[config.mk]
export PLATFORM = sky130hd
export DESIGN_NAME = rle_encoder
export DESIGN_NICKNAME = d
export VERILOG_FILES = /design/src/rtl/acsp_pkg.sv /design/src/rtl/rle_run_counter.sv /design/src/rtl/rle_encoder.sv
export SDC_FILE = /design/constraint.sdc
export NUM_CORES = 1
export LEC_CHECK = 0
export BUFFER_PORTS_ARGS = -buffer_cell sky130_fd_sc_hd__buf_2
export CAP_MARGIN = 10
export CORE_UTILIZATION = 48
export DETAILED_ROUTE_END_ITERATION = 8
export PLACE_DENSITY = 0.78
export SLEW_MARGIN = 40
export SYNTH_ARGS = -nofsm -noshare
export SYNTH_HDL_FRONTEND = slang
export SYNTH_HIERARCHICAL = 1
export SYNTH_SLANG_ARGS = --single-unit
[constraint.sdc]
create_clock -name clock -period 3.1 [get_ports clock]
set_clock_uncertainty 0.15 [all_clocks]
set_input_delay 0.62 -clock clock [delete_from_list [all_inputs] [get_ports clock]]
set_output_delay 0.62 -clock clock [all_outputs]
set_load 0.02 [all_outputs]
[src/rtl/acsp_pkg.sv]
// Shared definitions for the acquisition sample path: word-flag position,
// run-length limit helper and the RLE word kinds.
package acsp_pkg;

  localparam int RLE_SAMPLE_WIDTH = 8;
  localparam int RLE_FLAG_BIT     = RLE_SAMPLE_WIDTH - 1;

  typedef enum logic {
    RLE_VALUE = 1'b0,
    RLE_COUNT = 1'b1
  } rle_word_t;

  function automatic int rle_maxc(input int width);
    return (32'sd1 <<< (width - 32'sd1)) - 32'sd1;
  endfunction

endpackage

[src/rtl/rle_run_counter.sv]
// Saturating repeat counter for the run-length encoder: clear, load-1 and
// increment controls, with a flag raised when the count is at its maximum.
module rle_run_counter
  import acsp_pkg::*;
#(
  parameter int CW = 7
) (
  input  logic          clock,
  input  logic          reset_n,
  input  logic          clr,
  input  logic          load1,
  input  logic          inc,
  output logic [CW-1:0] cnt,
  output logic [CW-1:0] cnt_next,
  output logic          sat
);

  localparam logic [CW-1:0] MAXC = CW'(rle_maxc(CW + 1));
  localparam logic [CW-1:0] ONE  = {{(CW-1){1'b0}}, 1'b1};

  logic [CW-1:0] cnt_r;
  logic [CW-1:0] cnt_next_s;

  // next count: clear beats load-1 beats increment; increment stops at MAXC
  always_comb begin
    cnt_next_s = cnt_r;
    if (clr) begin
      cnt_next_s = {CW{1'b0}};
    end else if (load1) begin
      cnt_next_s = ONE;
    end else if (inc && (cnt_r != MAXC)) begin
      cnt_next_s = cnt_r + ONE;
    end else begin
      cnt_next_s = cnt_r;
    end
  end

  // count register
  always_ff @(posedge clock or negedge reset_n) begin
    if (!reset_n) begin
      cnt_r <= {CW{1'b0}};
    end else begin
      cnt_r <= cnt_next_s;
    end
  end

  assign cnt      = cnt_r;
  assign cnt_next = cnt_next_s;
  assign sat      = (cnt_r == MAXC);

endmodule

[src/rtl/rle_encoder.sv]
// Run-length encoder between sampler and sample_fifo (value word + count words,
// or registered pass-through). Define RLE_STATS_EN to build the stat counters.
module rle_encoder
  import acsp_pkg::*;
#(
  parameter int SAMPLE_WIDTH = 8
) (
  input  logic                    clock,
  input  logic                    reset_n,
  input  logic                    enable,
  input  logic                    flush,
  input  logic [SAMPLE_WIDTH-1:0] data_in,
  input  logic                    valid_in,
  output logic [SAMPLE_WIDTH-1:0] data_out,
  output logic                    valid_out,
  output logic                    busy,
  output logic [31:0]             stat_in,
  output logic [31:0]             stat_out
);

  localparam int CW = SAMPLE_WIDTH - 1;
  localparam logic [CW-1:0] MAXC = CW'(rle_maxc(SAMPLE_WIDTH));
  localparam logic [CW-1:0] ONE  = {{(CW-1){1'b0}}, 1'b1};

  function automatic logic [SAMPLE_WIDTH-1:0] mk_word(input rle_word_t kind, input logic [CW-1:0] payload);
    logic [SAMPLE_WIDTH-1:0] w;
    case (kind)
      RLE_VALUE: w = {1'b0, payload};
      RLE_COUNT: w = {1'b1, payload};
      default:   w = {1'b0, payload};
    endcase
    return w;
  endfunction

  logic [CW-1:0]           last_r, last_s;
  logic                    last_valid_r, last_valid_s;
  logic [SAMPLE_WIDTH-1:0] pend_r, pend_s;
  logic                    pend_valid_r, pend_valid_s;
  logic                    flush_pend_r, flush_pend_s;
  logic [SAMPLE_WIDTH-1:0] data_out_r, out_word_s;
  logic                    valid_out_r, out_valid_s;
  logic                    busy_r;
  logic                    prim_valid_s, sec_valid_s;
  logic [SAMPLE_WIDTH-1:0] prim_word_s, sec_word_s;
  logic                    cnt_clr_s, cnt_load1_s, cnt_inc_s;
  logic [CW-1:0]           cnt_s, cnt_next_s, cnt_after_s;
  logic                    sat_s;
  logic [CW-1:0]           sample_low_s;

  assign sample_low_s = data_in[CW-1:0];

  rle_run_counter #(.CW(CW)) u_run_counter (
    .clock    (clock),
    .reset_n  (reset_n),
    .clr      (cnt_clr_s),
    .load1    (cnt_load1_s),
    .inc      (cnt_inc_s),
    .cnt      (cnt_s),
    .cnt_next (cnt_next_s),
    .sat      (sat_s)
  );

  // sample path classification, pend arbitration and flush servicing
  always_comb begin
    last_s       = last_r;
    last_valid_s = last_valid_r;
    pend_s       = pend_r;
    pend_valid_s = pend_valid_r;
    flush_pend_s = flush_pend_r;
    out_word_s   = data_out_r;
    out_valid_s  = 1'b0;
    prim_valid_s = 1'b0;
    prim_word_s  = {SAMPLE_WIDTH{1'b0}};
    sec_valid_s  = 1'b0;
    sec_word_s   = {SAMPLE_WIDTH{1'b0}};
    cnt_clr_s    = 1'b0;
    cnt_load1_s  = 1'b0;
    cnt_inc_s    = 1'b0;
    cnt_after_s  = cnt_s;
    if (enable) begin
      flush_pend_s = flush_pend_r | flush;
      if (valid_in) begin
        if (!last_valid_r) begin
          prim_valid_s = 1'b1;
          prim_word_s  = mk_word(RLE_VALUE, sample_low_s);
          last_s       = sample_low_s;
          last_valid_s = 1'b1;
          cnt_clr_s    = 1'b1;
        end else if (sample_low_s == last_r) begin
          if (sat_s) begin
            prim_valid_s = 1'b1;
            prim_word_s  = mk_word(RLE_COUNT, MAXC);
            cnt_load1_s  = 1'b1;
          end else begin
            cnt_inc_s   = 1'b1;
            cnt_after_s = cnt_s + ONE;
          end
        end else if (cnt_s == {CW{1'b0}}) begin
          prim_valid_s = 1'b1;
          prim_word_s  = mk_word(RLE_VALUE, sample_low_s);
          last_s       = sample_low_s;
        end else begin
          // count closes the old run now; the new value follows via pend
          prim_valid_s = 1'b1;
          prim_word_s  = mk_word(RLE_COUNT, cnt_s);
          sec_valid_s  = 1'b1;
          sec_word_s   = mk_word(RLE_VALUE, sample_low_s);
          last_s       = sample_low_s;
          cnt_clr_s    = 1'b1;
        end
      end else begin
        cnt_inc_s = 1'b0;
      end
      if (prim_valid_s) begin
        out_valid_s = 1'b1;
        if (pend_valid_r) begin
          out_word_s   = pend_r;
          pend_s       = prim_word_s;
          pend_valid_s = 1'b1;
        end else begin
          out_word_s   = prim_word_s;
          pend_s       = sec_word_s;
          pend_valid_s = sec_valid_s;
        end
      end else if (pend_valid_r) begin
        out_valid_s  = 1'b1;
        out_word_s   = pend_r;
        pend_valid_s = 1'b0;
      end else if (flush_pend_r) begin
        if (cnt_after_s != {CW{1'b0}}) begin
          out_valid_s = 1'b1;
          out_word_s  = mk_word(RLE_COUNT, cnt_after_s);
        end else begin
          out_valid_s = 1'b0;
        end
        cnt_clr_s    = 1'b1;
        last_valid_s = 1'b0;
        flush_pend_s = flush;
      end else begin
        out_valid_s = 1'b0;
      end
    end else begin
      out_valid_s  = valid_in;
      out_word_s   = data_in;
      cnt_clr_s    = 1'b1;
      last_valid_s = 1'b0;
      pend_valid_s = 1'b0;
      flush_pend_s = 1'b0;
    end
  end

  // encoder state and registered outputs
  always_ff @(posedge clock or negedge reset_n) begin
    if (!reset_n) begin
      last_r       <= {CW{1'b0}};
      last_valid_r <= 1'b0;
      pend_r       <= {SAMPLE_WIDTH{1'b0}};
      pend_valid_r <= 1'b0;
      flush_pend_r <= 1'b0;
      data_out_r   <= {SAMPLE_WIDTH{1'b0}};
      valid_out_r  <= 1'b0;
      busy_r       <= 1'b0;
    end else begin
      last_r       <= last_s;
      last_valid_r <= last_valid_s;
      pend_r       <= pend_s;
      pend_valid_r <= pend_valid_s;
      flush_pend_r <= flush_pend_s;
      data_out_r   <= out_word_s;
      valid_out_r  <= out_valid_s;
      busy_r       <= pend_valid_s | flush_pend_s | (cnt_next_s != {CW{1'b0}});
    end
  end

  assign data_out  = data_out_r;
  assign valid_out = valid_out_r;
  assign busy      = busy_r;

`ifdef RLE_STATS_EN
  logic [31:0] stat_in_r;
  logic [31:0] stat_out_r;

  // sample and emitted-word tallies, wrapping naturally
  always_ff @(posedge clock or negedge reset_n) begin
    if (!reset_n) begin
      stat_in_r  <= 32'd0;
      stat_out_r <= 32'd0;
    end else begin
      if (valid_in) begin
        stat_in_r <= stat_in_r + 32'd1;
      end
      if (out_valid_s) begin
        stat_out_r <= stat_out_r + 32'd1;
      end
    end
  end

  assign stat_in  = stat_in_r;
  assign stat_out = stat_out_r;
`else
  assign stat_in  = 32'd0;
  assign stat_out = 32'd0;
`endif

endmodule

==> results of run 1 <==
==> cell usage after synthesis (3+ instances only) <==
cell type / number
buf_4: 66
dfrtp_1: 35
nand2_1: 25
nor2_1: 20
a21oi_1: 16
inv_1: 15
clkbuf_1: 12
nand3_1: 12
nor3_1: 9
o21ai_0: 8
mux2_2: 7
xnor2_2: 7
a22oi_1: 5
or3_1: 5
a2bb2oi_1: 4
a31oi_1: 4
mux2_4: 4
nand4_1: 4
o32a_1: 4
xor2_1: 4
ha_1: 3
nor2b_1: 3
o211ai_1: 3
o221ai_1: 3
o22ai_1: 3
o2bb2ai_1: 3
xnor2_1: 3
==> layer usage <==
| layer | routed length [µm] | vias up | track usage | share of wire |
|---|---|---|---|---|
| met5 | 0 | - | 0 | 0 |
| met4 | 70 | 0 | 0.0661 | 0.0094 |
| met3 | 539 | 8 | 0.0344 | 0.072 |
| met2 | 3600 | 147 | 0.374 | 0.48 |
| met1 | 3230 | 1278 | 0.313 | 0.43 |
| li1 | - | 1208 | - | - |
==> state kept, by name (all words and copies together) (netlist names) <==
| register | flops |
|---|---|
| last_r | 7 |
| pend_valid_r | 1 |
| pend_r | 8 |
| busy | 1 |
| data_out | 8 |
| valid_out | 1 |
| u_run_counter/cnt | 7 |
| flush_pend_r | 1 |
| last_valid_r | 1 |
==> through the flow <==
step | util | setup TNS [ps] | total power, µW | setup WS (ps) | cells
detailed placement | 0.529 | 0 | 867 | 1.87 | 458
floorplan | - | 0 | 836 | 95.6 | 408
global placement | 0.529 | 0 | 860 | 39.5 | 458
global route | 0.553 | -55.6 | 1260 | -55.6 | 470
CTS | 0.543 | 0 | 1200 | 130 | 466
finish | 0.553 | 0 | 1200 | 136 | 470
==> final timing paths <==
| kind | startpoint | to | slack (ps) | cells past startpoint |
|---|---|---|---|---|
| worst min-delay path | reset_n | u_run_counter/cnt[5] | 120 | 1 |
| min in group clock | data_out[6] | data_out[6] | 350 | 1 |
| worst max register to register | u_run_counter/cnt[0] | busy | 140 | 14 |
| worst min register to register | data_out[6] | data_out[6] | 350 | 1 |
| max in group asynchronous | reset_n | u_run_counter/cnt[2] | 2330 | 1 |
| worst max-delay path | u_run_counter/cnt[0] | busy | 140 | 14 |
==> what timing repair did <==
action,CTS,global route
endpoints found under the setup margin,0,6
resized for setup,0,5
buffers inserted,0,4
==> critical path, delay by kind of cell (launching register included) <==
family / cells / cell delay, ps
adders and majority gates: 1 / 200
AOI/OAI and AO/OA: 2 / 310
buffers and inverters: 2 / 190
and+or+nand+nor: 9 / 1590
DFF: 1 / 390
==> cell type report <==
| cell class | instances | area share |
|---|---|---|
| Clock buffer | 6 | 0.0219 |
| Clock inverter | 2 | 0.00378 |
| Inverter | 15 | 0.0170 |
| Multi-Input combinational cell | 279 | 0.545 |
| Sequential cell | 35 | 0.264 |
| Tap cell | 75 | 0.0283 |
| Timing Repair Buffer | 58 | 0.119 |
==> power groups by stage <==
stage / Sequential [µW] / Combinational [µW] / Clock, µW
finish: 531 / 339 / 327
detailed placement: 540 / 327 / 0
global route: 537 / 367 / 355
floorplan: 552 / 284 / 0
CTS: 531 / 328 / 337
global placement: 537 / 324 / 0
==> cells by family after synthesis <==
| group | count (synthesis) |
|---|---|
| compound gates | 80 |
| xor+xnor | 14 |
| fa+ha+maj | 3 |
| buf+inv | 94 |
| flops | 35 |
| mux | 13 |
| other cells | 1 |
| simple gates | 105 |
==> layout by cell type (no fill, tap or decap), types with 5 or more instances in the layout <==
cell type	n
conb_1	64
buf_4	36
dfrtp_1	35
nand2_1	24
buf_2	21
nor2_1	19
a21oi_1	16
inv_1	15
nand3_1	12
nor3_1	9
o21ai_0	8
xnor2_2	7
mux2_2	7
or3_1	5
a22oi_1	5
clkbuf_8	5
==> flow_summary_export.csv, run 1 <==
group,metric,value,unit
outcome,status,"completed",
finish,regArea,876,µm²
yosys,ys.flop_type,"dfrtp_1",
critical_path,cpMostUsedCell,"nand2_1",
yosys,avgSynthCellArea,8.79,µm²
clocking,clockBufferDepth,2,
detailed_routing,num_vias,2641,
timing,layout_worst_path_cycle_share,0.956,
finish,nNetsFinal,410,
detailed_routing,postRouteAntennaNets,0,
critical_path,worstPathMaxFanout,4,
finish,multi_input_area,1810,µm²
yosys,async_flop_share,1.00,
timing,finalHoldWorstSlack,123,ps
floorplanning,die_w,81.5,µm
grt,grt.overflow.total,0,
detailed_routing,wirelength,7440,µm
grt,gr-usage-all-layers,0.229,
timing,drv_slew,0,
yosys,yosysWarnings,6,
worst_hold_path,hold_class,"in -> async",
place,placedInstanceArea,3170,µm²
timing,period_minus_slack,2960,ps
yosys,synth-compound-area-share,0.193,
finish,drive_gt1_frac,0.253,
pwr,p_sw_frac,0.350,
yosys,yosysTopAreaCellShare,0.289,
yosys,synth_top_family_by_area,"buffers and inverters",
critical_path,critical_path_class,"reg -> reg",
yosys,synth_largest_area_cell,"dfrtp_1",
finish,nFillCells,571,
critical_path,path_cells,"ha_2 > and2_1 > nand2_2 > inv_1 > and2b_1 > nand4_1 > o21ai_2 > a32oi_1 > nand2_1 > buf_4 > and4bb_1 > nor4_1 > nand2_1 > or3_1",
yosys,synth_cells,345,
job,maxCapViolCount,0,
timing,hold_violations,0,
floorplanning,start_util,0.506,
floorplanning,pin_count,87,
clocking,clock-sinks,35,
pwr,power.switching,419,µW
detailed_routing,drt_first_iter_violations,275,
detailed_routing,drc,0,
yosys,synth_xor_area_frac,0.0578,
clocking,clkTransAtPathRegs,70,ps
timing,max_freq,337,MHz
grt,first_global_vias,2420,
floorplanning,dieArea,6640,µm²
pwr,power_density,361,nW/µm²
place,portBuffers,22,
yosys,seq_area_frac_synth,0.289,
detailed_routing,vias_per_cell,5.62,
clocking,cts_buffers,5,
clocking,cts_tree,"yes",
pwr,power.leakage,0.00154,µW
place,dp_hpwl,5520,µm
timing,slew_headroom,0.533,
floorplanning,fp.dieH,81.5,µm
place,gp_congestion,0.996,
yosys,synth_seq_cells,35,
clocking,cts_root_buf,"clkbuf_8",
pwr,internal_power,778,µW
detailed_routing,dr.pass1.iters,5,
detailed_routing,wl_per_cell,15.8,µm
pwr,p_clk_frac,0.273,
finish,area_growth,9.24,%
pwr,pwr-share-comb,0.283,
yosys,synthAdderAreaFrac,0.0124,
floorplanning,core-area,5990,µm²
timing,worst_pin_slew,696,ps
yosys,syn-cell-area,3030,µm²
grt,antenna_found_initial,0,
floorplanning,rows,28,
yosys,synthTopCellsByArea,"dfrtp_1, buf_4, xnor2_2, nand2_1, a21oi_1",
timing,setup-violations-final,0,
critical_path,start_kind,"flip-flop",
yosys,synth_mux_area_frac,0.0524,
yosys,synth_cell_type_count,72,
yosys,synth_edf_count,0,
critical_path,max_stage_delay,390,ps
clocking,holdBufCountCts,0,
clocking,clk_latency,290,ps
yosys,synth_simple_gate_area_frac,0.196,
clocking,htreeDepth,2,
critical_path,critPathCaptureType,"flip-flop",
finish,diodes,0,
pwr,peakVddDrop,215,µV
critical_path,cp.required,3120,ps
critical_path,slowest_stage,"dfrtp_1",
grt,grt_max_degree,36,
grt,grt_first_pass_wirelength,11600,µm
pwr,seq_power_share,0.444,
finish,final_area,3310,µm²
critical_path,crit_arrival,2990,ps
(Power assumes the default switching activity.)
==> run 2, diff against run 1 <==
--- a/config.mk
+++ b/config.mk
@@ -8,7 +8,9 @@
 export BUFFER_PORTS_ARGS = -buffer_cell sky130_fd_sc_hd__buf_2
 export CAP_MARGIN = 10
 export CORE_UTILIZATION = 48
+export CTS_CLUSTER_DIAMETER = 40
 export DETAILED_ROUTE_END_ITERATION = 8
+export GPL_TIMING_DRIVEN = 0
 export PLACE_DENSITY = 0.78
 export SLEW_MARGIN = 40
 export SYNTH_ARGS = -nofsm -noshare
==> run 2 against run 1 <==
Core utilization grew 9.4 points. Cell area up 17%. Count of clock-buffer cells in the layout decreased by 1. First-iteration DRC count stayed put. Critical path depth is 1 lower. Wire length up 8.4%.
==> flow_summary_export.csv, run 2 (same netlist as run 1, synthesis figures left out) <==
group,metric,value,unit
floorplanning,rows,28,
clocking,cts_root_buf,"clkbuf_8",
timing,drv_slew,0,
floorplanning,fp.dieH,81.5,µm
floorplanning,core-area,5990,µm²
finish,final_area,3880,µm²
finish,layout_common_cells,"buf_4, conb_1, dfrtp_1",
grt,grt_first_pass_wirelength,12200,µm
place,portBuffers,21,
worst_hold_path,hold_class,"in -> async",
clocking,clkTransAtPathRegs,90,ps
clocking,clock-sinks,35,
timing,setup-violations-final,0,
floorplanning,die_w,81.5,µm
timing,slew_headroom,0.539,
job,maxCapViolCount,0,
outcome,status,"completed",
clocking,clockBufferDepth,2,
detailed_routing,drt_first_iter_violations,275,
critical_path,critical_path_class,"reg -> reg",
critical_path,slowest_stage,"dfrtp_2",
timing,hold_violations,0,
clocking,holdBufCountCts,0,
detailed_routing,drc,0,
detailed_routing,wl_per_cell,15.3,µm
floorplanning,start_util,0.506,
place,dp_hpwl,5840,µm
clocking,cts_buffers,5,
detailed_routing,wl_met2,3840,µm
grt,grt.overflow.total,0,
detailed_routing,route.met3.wl,566,µm
finish,drive_gt1_frac,0.368,
critical_path,path_buf_inv,3,
critical_path,critPathCaptureType,"flip-flop",
finish,final_common_cell,"buf_4",
critical_path,start_kind,"flip-flop",
clocking,clk_latency,300,ps
floorplanning,dieArea,6640,µm²
detailed_routing,met1_length,3400,µm
timing,max_freq,335,MHz
detailed_routing,num_vias,2793,
critical_path,max_stage_delay,420,ps
clocking,cts_tree,"yes",
critical_path,path_cells,"ha_2 > and2_4 > nand2_4 > inv_4 > and2b_1 > nand4_1 > o21ai_4 > buf_4 > nand3_2 > a21o_1 > o22ai_4 > buf_12 > mux2_4",
detailed_routing,wirelength,8060,µm
critical_path,worstPathMaxFanout,8,
finish,nNetsFinal,466,
grt,first_global_vias,2425,
critical_path,path_depth,13,
critical_path,cp_top_family,"simple AND/OR/NAND/NOR gates",
critical_path,rr_worst_depth,13,
critical_path,crit_arrival,3020,ps
timing,period_minus_slack,2980,ps
pwr,peakVddDrop,263,µV
pwr,power_density,358,nW/µm²
detailed_routing,topRoutingLayerUsed,"met4",
grt,gr-usage-all-layers,0.247,
finish,diodes,0,
place,gp_congestion,0.924,
grt,antenna_found_initial,0,
floorplanning,pin_count,87,
timing,layout_worst_path_cycle_share,0.963,
grt,grt_max_degree,36,
place,placedInstanceArea,3470,µm²
timing,finalHoldWorstSlack,116,ps
critical_path,cp.required,3130,ps
pwr,power.leakage,0.00186,µW
timing,worst_pin_slew,687,ps
finish,area_growth,27.8,%
clocking,htreeDepth,2,
detailed_routing,dr.pass1.iters,5,
detailed_routing,postRouteAntennaNets,0,
detailed_routing,vias_per_cell,5.31,
run 2: cell types whose count changed in the layout (fill, tap and decap cells not counted), sizes merged:
cell / change
clkbuf: +11
clkinvlp: -1
bufinv: +1
clkinv: +1
buf: +44
run 2: what timing repair did:
item,CTS,global route
buffers inserted,7,7
resized for setup,16,24
setup endpoints to repair,23,19
pin swaps,4,11
cloned,0,0
run 2: path summary, 6_finish.rpt:
path | from | endpoint | slack [ps]
max in group asynchronous | reset_n | u_run_counter/cnt[0] | 2310
min in group clock | data_out[5] | data_out[5] | 360
worst max-delay path | u_run_counter/cnt[0] | data_out[3] | 120
worst min-delay path | reset_n | busy | 120
worst min register to register | data_out[5] | data_out[5] | 360
worst max register to register | u_run_counter/cnt[0] | data_out[3] | 120
run 2: metal layers:
metal  track usage  up-vias
met1         0.324     1289
met5             0        -
met2         0.405      147
met4         0.111        0
li1              -     1326
met3        0.0311       31
run 2: area by class of cell:
class | instances | area, µm²
multi-input cells | 279 | 1960
clock inverters | 3 | 43.8
inverters | 15 | 58.8
clock buffers | 5 | 68.8
fillers | 540 | 2110
plain buffers | 79 | 546
repair buffers | 35 | 225
flip-flops and latches | 35 | 880
well taps | 75 | 93.8
run 2: stage by stage:
stage / TNS, ps / utilization / worst slack, ps / power (µW) / cells
after CTS: 0 / 0.616 / 11.7 / 1360 / 519
after global placement: -3800 / 0.579 / -547 / 911 / 504
after detailed placement: -3750 / 0.579 / -531 / 917 / 504
after floorplan: 0 / - / 95.6 / 836 / 408
after global routing: -46.7 / 0.647 / -46.7 / 1450 / 526
final: 0 / 0.647 / 116 / 1390 / 526
run 2: power by group:
part	switching, µW	total (µW)	internal, µW
sequential	30.9	529	498
combinational	243	425	182
clock	194	433	240
